==> config.mk <==
export PLATFORM = sky130hd
export DESIGN_NAME = ex_vector_stage
export DESIGN_NICKNAME = d
export VERILOG_FILES = /design/src/rtl/ex_vector_stage.sv
export SDC_FILE = /design/constraint.sdc
export NUM_CORES = 2
export LEC_CHECK = 0
export ABC_AREA = 1
export BUFFER_PORTS_ARGS = -buffer_cell sky130_fd_sc_hd__buf_2
export CORE_MARGIN = 2
export CORE_UTILIZATION = 58
export CTS_BUF_LIST = sky130_fd_sc_hd__clkbuf_4
export CTS_CLUSTER_DIAMETER = 120
export DETAILED_ROUTE_END_ITERATION = 16
export PLACE_DENSITY = 0.78
export SYNTH_ARGS = -nofsm -noshare
export SYNTH_HDL_FRONTEND = slang
export SYNTH_SLANG_ARGS = --single-unit
export TNS_END_PERCENT = 5
==> constraint.sdc <==
create_clock -name clk -period 26.7 [get_ports clk]
set_clock_uncertainty 0.1 [all_clocks]
set_input_delay 4.005 -clock clk [delete_from_list [all_inputs] [get_ports clk]]
set_output_delay 4.005 -clock clk [all_outputs]
set_load 0.05 [all_outputs]
==> src/rtl/ex_vector_stage.sv <==
// Execute stage: scalar ops finish in one cycle; a 6-lane vector op is computed
// one 32-bit lane per cycle while the ID/EX register is held by stall_out.
module ex_vector_stage (
    input  logic         clk,
    input  logic         rst,
    input  logic         valid_in,
    input  logic         VectorOp_in,
    input  logic [1:0]   ALUOp_in,
    input  logic [1:0]   ALUSrc2_in,
    input  logic [31:0]  RSS2_in,
    input  logic [31:0]  RSS3_in,
    input  logic [191:0] RVS2_in,
    input  logic [191:0] RVS3_in,
    input  logic [31:0]  num_in,
    input  logic [3:0]   RD_in,
    input  logic         RegSWrite_in,
    input  logic         RegVWrite_in,
    output logic         stall_out,
    output logic         valid_out,
    output logic [31:0]  scalar_res_out,
    output logic [191:0] vector_res_out,
    output logic         zero_out,
    output logic [3:0]   RD_out,
    output logic         RegSWrite_out,
    output logic         RegVWrite_out
);

    typedef enum logic {IDLE, VEC_BUSY} state_t;

    function automatic logic [31:0] aluCalc(input logic [1:0] op,
                                            input logic [31:0] a,
                                            input logic [31:0] b);
        logic [31:0] r;
        case (op)
            2'b00:   r = a + b;
            2'b01:   r = a - b;
            2'b10:   r = a * b;
            default: r = a ^ b;
        endcase
        return r;
    endfunction

    state_t           state_q, state_d;
    logic [2:0]       lane_q, lane_d;
    logic [1:0]       op_q, op_d;
    logic [5:0][31:0] vecA_q, vecA_d;
    logic [5:0][31:0] vecB_q, vecB_d;
    logic [5:0][31:0] acc_q, acc_d;
    logic [3:0]       rdLatch_q, rdLatch_d;
    logic             sWrLatch_q, sWrLatch_d;
    logic             vWrLatch_q, vWrLatch_d;

    logic             valid_q, valid_d;
    logic [31:0]      scalar_q, scalar_d;
    logic [191:0]     vector_q, vector_d;
    logic             zero_q, zero_d;
    logic [3:0]       rdOut_q, rdOut_d;
    logic             sWrOut_q, sWrOut_d;
    logic             vWrOut_q, vWrOut_d;

    logic [31:0]      scalarB;
    logic [191:0]     vectorB;
    logic [31:0]      scalarRes;
    logic [31:0]      laneRes;

    always_comb begin
        case (ALUSrc2_in)
            2'b01:   scalarB = num_in;
            default: scalarB = RSS3_in;
        endcase
        case (ALUSrc2_in)
            2'b01:   vectorB = {6{num_in}};
            2'b10:   vectorB = {6{RSS3_in}};
            default: vectorB = RVS3_in;
        endcase
        scalarRes = aluCalc(ALUOp_in, RSS2_in, scalarB);
        laneRes   = aluCalc(op_q, vecA_q[lane_q], vecB_q[lane_q]);
    end

    always_comb begin
        state_d    = state_q;
        lane_d     = lane_q;
        op_d       = op_q;
        vecA_d     = vecA_q;
        vecB_d     = vecB_q;
        acc_d      = acc_q;
        rdLatch_d  = rdLatch_q;
        sWrLatch_d = sWrLatch_q;
        vWrLatch_d = vWrLatch_q;
        valid_d    = 1'b0;
        scalar_d   = scalar_q;
        vector_d   = vector_q;
        zero_d     = zero_q;
        rdOut_d    = rdOut_q;
        sWrOut_d   = 1'b0;
        vWrOut_d   = 1'b0;

        case (state_q)
            IDLE: begin
                if (valid_in) begin
                    if (VectorOp_in) begin
                        state_d    = VEC_BUSY;
                        lane_d     = 3'd0;
                        op_d       = ALUOp_in;
                        vecA_d     = RVS2_in;
                        vecB_d     = vectorB;
                        acc_d      = '0;
                        rdLatch_d  = RD_in;
                        sWrLatch_d = RegSWrite_in;
                        vWrLatch_d = RegVWrite_in;
                    end else begin
                        valid_d  = 1'b1;
                        scalar_d = scalarRes;
                        zero_d   = (scalarRes == 32'd0);
                        rdOut_d  = RD_in;
                        sWrOut_d = RegSWrite_in;
                        vWrOut_d = RegVWrite_in;
                    end
                end
            end
            VEC_BUSY: begin
                acc_d[lane_q] = laneRes;
                if (lane_q == 3'd5) begin
                    // Last lane: publish the assembled vector including this lane.
                    state_d  = IDLE;
                    lane_d   = 3'd0;
                    valid_d  = 1'b1;
                    vector_d = acc_d;
                    zero_d   = (acc_d == '0);
                    rdOut_d  = rdLatch_q;
                    sWrOut_d = sWrLatch_q;
                    vWrOut_d = vWrLatch_q;
                end else begin
                    lane_d = lane_q + 3'd1;
                end
            end
            default: state_d = IDLE;
        endcase
    end

    always_ff @(posedge clk) begin
        if (rst) begin
            state_q    <= IDLE;
            lane_q     <= 3'd0;
            op_q       <= 2'd0;
            vecA_q     <= '0;
            vecB_q     <= '0;
            acc_q      <= '0;
            rdLatch_q  <= 4'd0;
            sWrLatch_q <= 1'b0;
            vWrLatch_q <= 1'b0;
            valid_q    <= 1'b0;
            scalar_q   <= 32'd0;
            vector_q   <= '0;
            zero_q     <= 1'b0;
            rdOut_q    <= 4'd0;
            sWrOut_q   <= 1'b0;
            vWrOut_q   <= 1'b0;
        end else begin
            state_q    <= state_d;
            lane_q     <= lane_d;
            op_q       <= op_d;
            vecA_q     <= vecA_d;
            vecB_q     <= vecB_d;
            acc_q      <= acc_d;
            rdLatch_q  <= rdLatch_d;
            sWrLatch_q <= sWrLatch_d;
            vWrLatch_q <= vWrLatch_d;
            valid_q    <= valid_d;
            scalar_q   <= scalar_d;
            vector_q   <= vector_d;
            zero_q     <= zero_d;
            rdOut_q    <= rdOut_d;
            sWrOut_q   <= sWrOut_d;
            vWrOut_q   <= vWrOut_d;
        end
    end

    assign stall_out      = (state_q == VEC_BUSY);
    assign valid_out      = valid_q;
    assign scalar_res_out = scalar_q;
    assign vector_res_out = vector_q;
    assign zero_out       = zero_q;
    assign RD_out         = rdOut_q;
    assign RegSWrite_out  = sWrOut_q;
    assign RegVWrite_out  = vWrOut_q;

endmodule

# Word level (Yosys, flattened, before mapping)
# Cells that the tools add are included.
dict set report word_totals {
  romBits 0
  ram_bits 0
  output_inout_bits 233
  register_bits 820
  mem_count 0
  latchBits 0
}
dict set report op_classes {
  bitwise_logic 4
  magnitude_cmp 2
  shifts 0
  n_addsub 5
  mux 42
  reduce_logical 10
  n_div 0
  n_mul 2
  n_eq_ne 11
}
# cell n
set ops {}
lappend ops {{$pmux 192 s2} 2}
lappend ops {{$mux 192} 2}
lappend ops {{$bmux 32 s3} 2}
lappend ops {{$bwmux 192} 1}
lappend ops {{$logic_not 192->1} 1}
lappend ops {{$pmux 32 s3} 2}
lappend ops {{$mux 32} 4}
lappend ops {{$demux 32 s3} 1}
lappend ops {{$add 32x32->32} 2}
lappend ops {{$mul 32x32->32} 2}
lappend ops {{$sub 32x32->32} 2}
lappend ops {{$xor 32x32->32} 2}
lappend ops {{$logic_not 32->1} 1}
lappend ops {{$mux 1} 15}
lappend ops {{$mux 4} 3}
lappend ops {{$pmux 1 s2} 5}
lappend ops {{$mux 3} 3}
lappend ops {{$reduce_and 3->1} 3}
lappend ops {{$pmux 4 s2} 1}
lappend ops {{$eq 2x1->1 const B} 3}
lappend ops {{$eq 2x2->1 const B} 3}
lappend ops {{$ne 2x2->1 const B} 3}
lappend ops {{$pmux 3 s2} 1}
lappend ops {{$logic_not 2->1} 2}
lappend ops {{other kinds (8)} 10}

# Depth between registers and ports, before layout
dict set report depth {
  word_depth 8
  ltp_mapped 51
  mapped_depth_nobuf 47
}

# Least setup slack after synthesis
# OpenSTA, ideal clock, no wires.
dict set report synth_timing {
  path_kind {in2reg}
  from {input port ALUSrc2_in[1]}
  to {register zero_q, in the netlist zero_out}
  setup_slack_ps 15076
  path_stages 38
  arrival_time_ps 11468
  path_buffers 4
  setup_ps 56
  cell_sequence {inv_1 > ha_1 > buf_2 > buf_2 > nand2_1 > o21ai_0 > clkbuf_1 > clkbuf_1 > nand2_1 > fa_1 > inv_1 > fa_1 > fa_1 > inv_1 > fa_1 > inv_1 > fa_1 > inv_1 > [2 not listed] > fa_1 > inv_1 > fa_1 > inv_1 > ha_1 > a21o_1 > a221oi_1 > o21a_1 > o311ai_0 > o21ai_0 > nand2_1 > a21oi_1 > nand4_1 > nor2_1 > nand4_1 > nand3_1 > nand2_1 > inv_1}
}
dict set report synth_via {
  elab_chain_cells 8
  elab_cells_between_ends 11
  cone_classes {add/sub: 2; mul: 1; eq/ne: 1; mux: 5; bitwise: 1; reduce/logical: 1}
}
# item line_no
set synth_rtl {}
lappend synth_rtl {{start, declared} 9} ;# input logic [1:0] ALUSrc2_in,
lappend synth_rtl {{$eq 2x1->1 (*)} 67} ;# case (ALUSrc2_in)
lappend synth_rtl {{$mux 32 (*)} 67}
lappend synth_rtl {{$mul 32x32->32, or another cell as far along} 37} ;# 2'b10: r = a * b;
lappend synth_rtl {{$pmux 32 s3 (*)} 34} ;# case (op)
lappend synth_rtl {{$logic_not 32->1 (*)} 114} ;# zero_d = (scalarRes == 32'd0);
lappend synth_rtl {{$mux 1 (*)} 101} ;# if (VectorOp_in) begin
lappend synth_rtl {{$mux 1 (*)} 100} ;# if (valid_in) begin
lappend synth_rtl {{$pmux 1 s2 (*)} 98} ;# case (state_q)
lappend synth_rtl {{end signal, assigned} 172} ;# zero_q <= zero_d;
lappend synth_rtl {{end, declared} 56} ;# logic zero_q, zero_d;
# Mark *: on every way between the ends. The rest lies on a longest branch, timed or not. The select of a mux whose other input is x is not followed.
# A chain may end at the register's enable or synchronous reset.

# Final worst setup path
dict set report layout_timing {
  from {register lane_q[0]}
  to {register zero_q, in the netlist zero_out}
}
dict set report layout_via {
  elab_chain_cells 8
  elab_cells_between_ends 21
  cone_classes {add/sub: 2; mul: 1; order compare: 2; eq/ne: 2; mux: 10; bitwise: 1; reduce/logical: 3}
}
# item line_no
set layout_rtl {}
lappend layout_rtl {{start, declared} 44} ;# logic [2:0] lane_q, lane_d;
lappend layout_rtl {{start signal, assigned} 161} ;# lane_q <= lane_d;
lappend layout_rtl {{$bmux 32 s3, or another cell as far along} 77} ;# laneRes = aluCalc(op_q, vecA_q[lane_q], vecB_q[lane_q]);
lappend layout_rtl {{$mux 32 (not written as such) or $logic_and 1x1->1 (tied branches)} {77, 122}}
lappend layout_rtl {{$mul 32x32->32, or another cell as far along} 37}
lappend layout_rtl {{$pmux 32 s3 or $demux 32 s3 (tied branches)} {34, 122}}
lappend layout_rtl {{$bwmux 192} 122} ;# acc_d[lane_q] = laneRes;
lappend layout_rtl {{$logic_not 192->1} 129} ;# zero_d = (acc_d == '0);
lappend layout_rtl {{$mux 1} 123} ;# if (lane_q == 3'd5) begin
lappend layout_rtl {{$pmux 1 s2} 98}
# Several ways; a longest one is shown, not always the timed one. The select of a mux whose other input is x is not followed.

==> out/qor.csv <==
metric,value,unit
Final Setup Violations,0,
worst hold path type,reg -> reg,
vias per cell,6.08,
Layout area overhead,9.88,%
Cell Rows,130,
Slew Limit Fails,0,
slew margin rel.,0.0895,
CTS Root Cell,clkbuf_4,
crit path to,zero_out,
R2R Setup Slk,13.66,ns
post-DP HPWL,247000,µm
Design Power,10.1,mW
type of the worst setup path,reg -> reg,
unrepaired setup endpoints after global routing,no,
Worst path slowest cell,inv_1,
Critical Path Fanout Max,54,
aggregate global routing overflow,0,
top_reg_cell synth,dfxtp_1,
Worst path max stage delay,0.85,ns
DRC viols,0,
yosys warns,0,
clk_lat worst skew,1.28,ns
final WL,321000,µm
Post-synth EDFFs,0,
die width,361,µm
first drt pass iteration count,8,
Fin Setup TNS,0,ns
"top cells by area, synth","dfxtp_1 (22%), fa_1 (22%), nand2_1 (10%)",
maximum buffer depth of the clock tree,3,
CP startpoint,lane_q[0],
Reg2Reg Depth,40,
Synth top cells by count,"nand2_1 (2053), inv_1 (1812), nor2_1 (1107), dfxtp_1 (820), fa_1 (818)",
post-CTS setup buffer count,0,
first-pass GRT wire length,471000,µm
Initial Util,0.586,
WL/cell,25.6,µm
CP endpoint kind,flip-flop,
worst reg2reg path endpoint,zero_out,
placer congestion estimate,1.08,
non-filler instance count after layout,12527,
Yosys cell types,63,
post-layout util,0.644,
PortBufs,726,
total CTS buffers,207,
Mapped Cells,10195,
vias in the first global route,74723,
Tot GR Track Use,0.486,
TritonCTS clock tree,done,
"Cell Area, Synth",0.0738,mm²
pwr/cell area,124,mW/mm²
Yosys reg bits,820,
initial DRC count,10456,
top cell family by delay on the critical path,adder cells,
Top Ports,727,
clk slew on worst S/H paths,0.06,ns
FMAX,76.7,MHz
largest net degree at the start of global routing,245,
fin crit share,0.489,
status,"finished, final reports clean",
Die ar.,0.130,mm²
syn_area_per_cell,7.24,µm²
Core ar.,0.126,mm²
post-synthesis sequential area ratio,0.222,
nets@finish,12352,
Slew @ Worst Pin,1.37,ns
layout cell share with drive strength beyond 1,0.122,
cell accounting for the most synthesized area,dfxtp_1,
most numerous cell in the Yosys netlist,nand2_1,
initial antenna violation count,36,
Fin. Hold Viols,0,
worst endpoint required time,27.75,ns
share of the synthesized area in the top cell type,0.222,
Worst setup SP type,flip-flop,
number of buffers and inverters on the critical path,7,
syn nets,11852,
Placed Cells,12136,
Post-CTS Hold Buffers,0,
ys async rst share,0,
crit path DAT,14.09,ns
H-tree Lvls,4,
Worst VDD drop,0.318,mV
RR Startpoint,lane_q[0],
Tmin final,13.04,ns
# clock sinks,820,
Die Span Y,361,µm
post-CTS sizing,0,
Levels on crit path,40,
Max Cap Viol,0,
cell leakage power,41.8,nW
routed via count,76158,
Final ANT Viol Nets,0,
## placed cells by master, fill, tap and decap left out, types with 267 or more instances in the layout
master    Yosys  layout
a21oi_1     327     326
buf_2        51     725
clkbuf_4      0     293
dfxtp_1     820     819
fa_1        818     818
ha_1        345     343
inv_1      1812    1807
nand2_1    2053    2053
nand3_1     648     646
nor2_1     1107    1093
o211ai_1    267     267
o21ai_0     795     781
## per-stage QoR
step / hold slack, ns / cell area (µm²) / setup WS, ns
final: 0.356 / 81100 / 13.66
after global routing: 0.371 / 81100 / 13.43
after CTS: 0.345 / 81100 / 14.44
after detailed placement: 0.343 / 78400 / 13.77
after global placement: 0.339 / 78400 / 13.96
after floorplan: 0.323 / 73800 / 15.08
## worst reg2reg max path: cells and delay by family, from the launching register on
family	cells	cell delay (ns)
flip-flops	1	0.67
adder cells (fa/ha/maj)	9	3.97
buffers and inverters	7	1.79
AND/OR/NAND/NOR	17	4.02
AO/OA/AOI/OAI	7	2.50
## routing by layer
layer,vias to the layer above,wire length (µm),GRT usage
li1,33074,-,-
met1,36058,115000,0.600
met2,5666,134000,0.713
met3,1344,43900,0.156
met4,16,27900,0.355
met5,-,160,0.00370
## kinds of logic after synthesis
group,Yosys count,share of synthesized area
compound gates,1679,0.135
fa+ha+maj,1163,0.280
mux,1,0.000136
buf+inv,2421,0.126
flops,820,0.222
simple gates,3970,0.219
xor+xnor,141,0.0168
## sequential cells by signal (all words and copies together), names as in the netlist, 3 cells and up
signal and cells:
rdLatch_q 4, acc_q 192, RD_out 4, vector_res_out 192, vecB_q 192, scalar_res_out 32
vecA_q 192, lane_q 3
## area by class of cell
cell class              instances  area [µm²]
well taps                    1650        2060
multi-input cells            6954       48300
inverters                    1845        6950
fillers                     11240       44800
clock buffers                 293        2200
repair buffers                867        4720
flip-flops and latches        820       16400
clock inverters                70         435
diodes                         28        70.1
## report_power, final
| group | total, mW | leakage, nW | internal, mW | switching, mW |
|---|---|---|---|---|
| logic | 7.66 | 33.5 | 2.61 | 5.05 |
| clock network | 1.10 | 1.55 | 0.518 | 0.583 |
| registers | 1.31 | 6.68 | 1.28 | 0.0330 |
| total | 10.1 | 41.8 | 4.41 | 5.66 |
## how the worst min path moves through the flow
stage | start | to | slack, ns | depth (start not counted)
global placement | vecA_q[159] | vecA_q[159] | 0.34 | 2
global route | vecA_q[23] | vecA_q[23] | 0.37 | 2
floorplan | sWrLatch_q | RegSWrite_out | 0.32 | 2
CTS | rdLatch_q[0] | RD_out[0] | 0.35 | 2
detailed placement | vecA_q[8] | vecA_q[8] | 0.34 | 2
finish | vecA_q[8] | vecA_q[8] | 0.36 | 2
No activity file was read; power rests on OpenSTA's default activity.
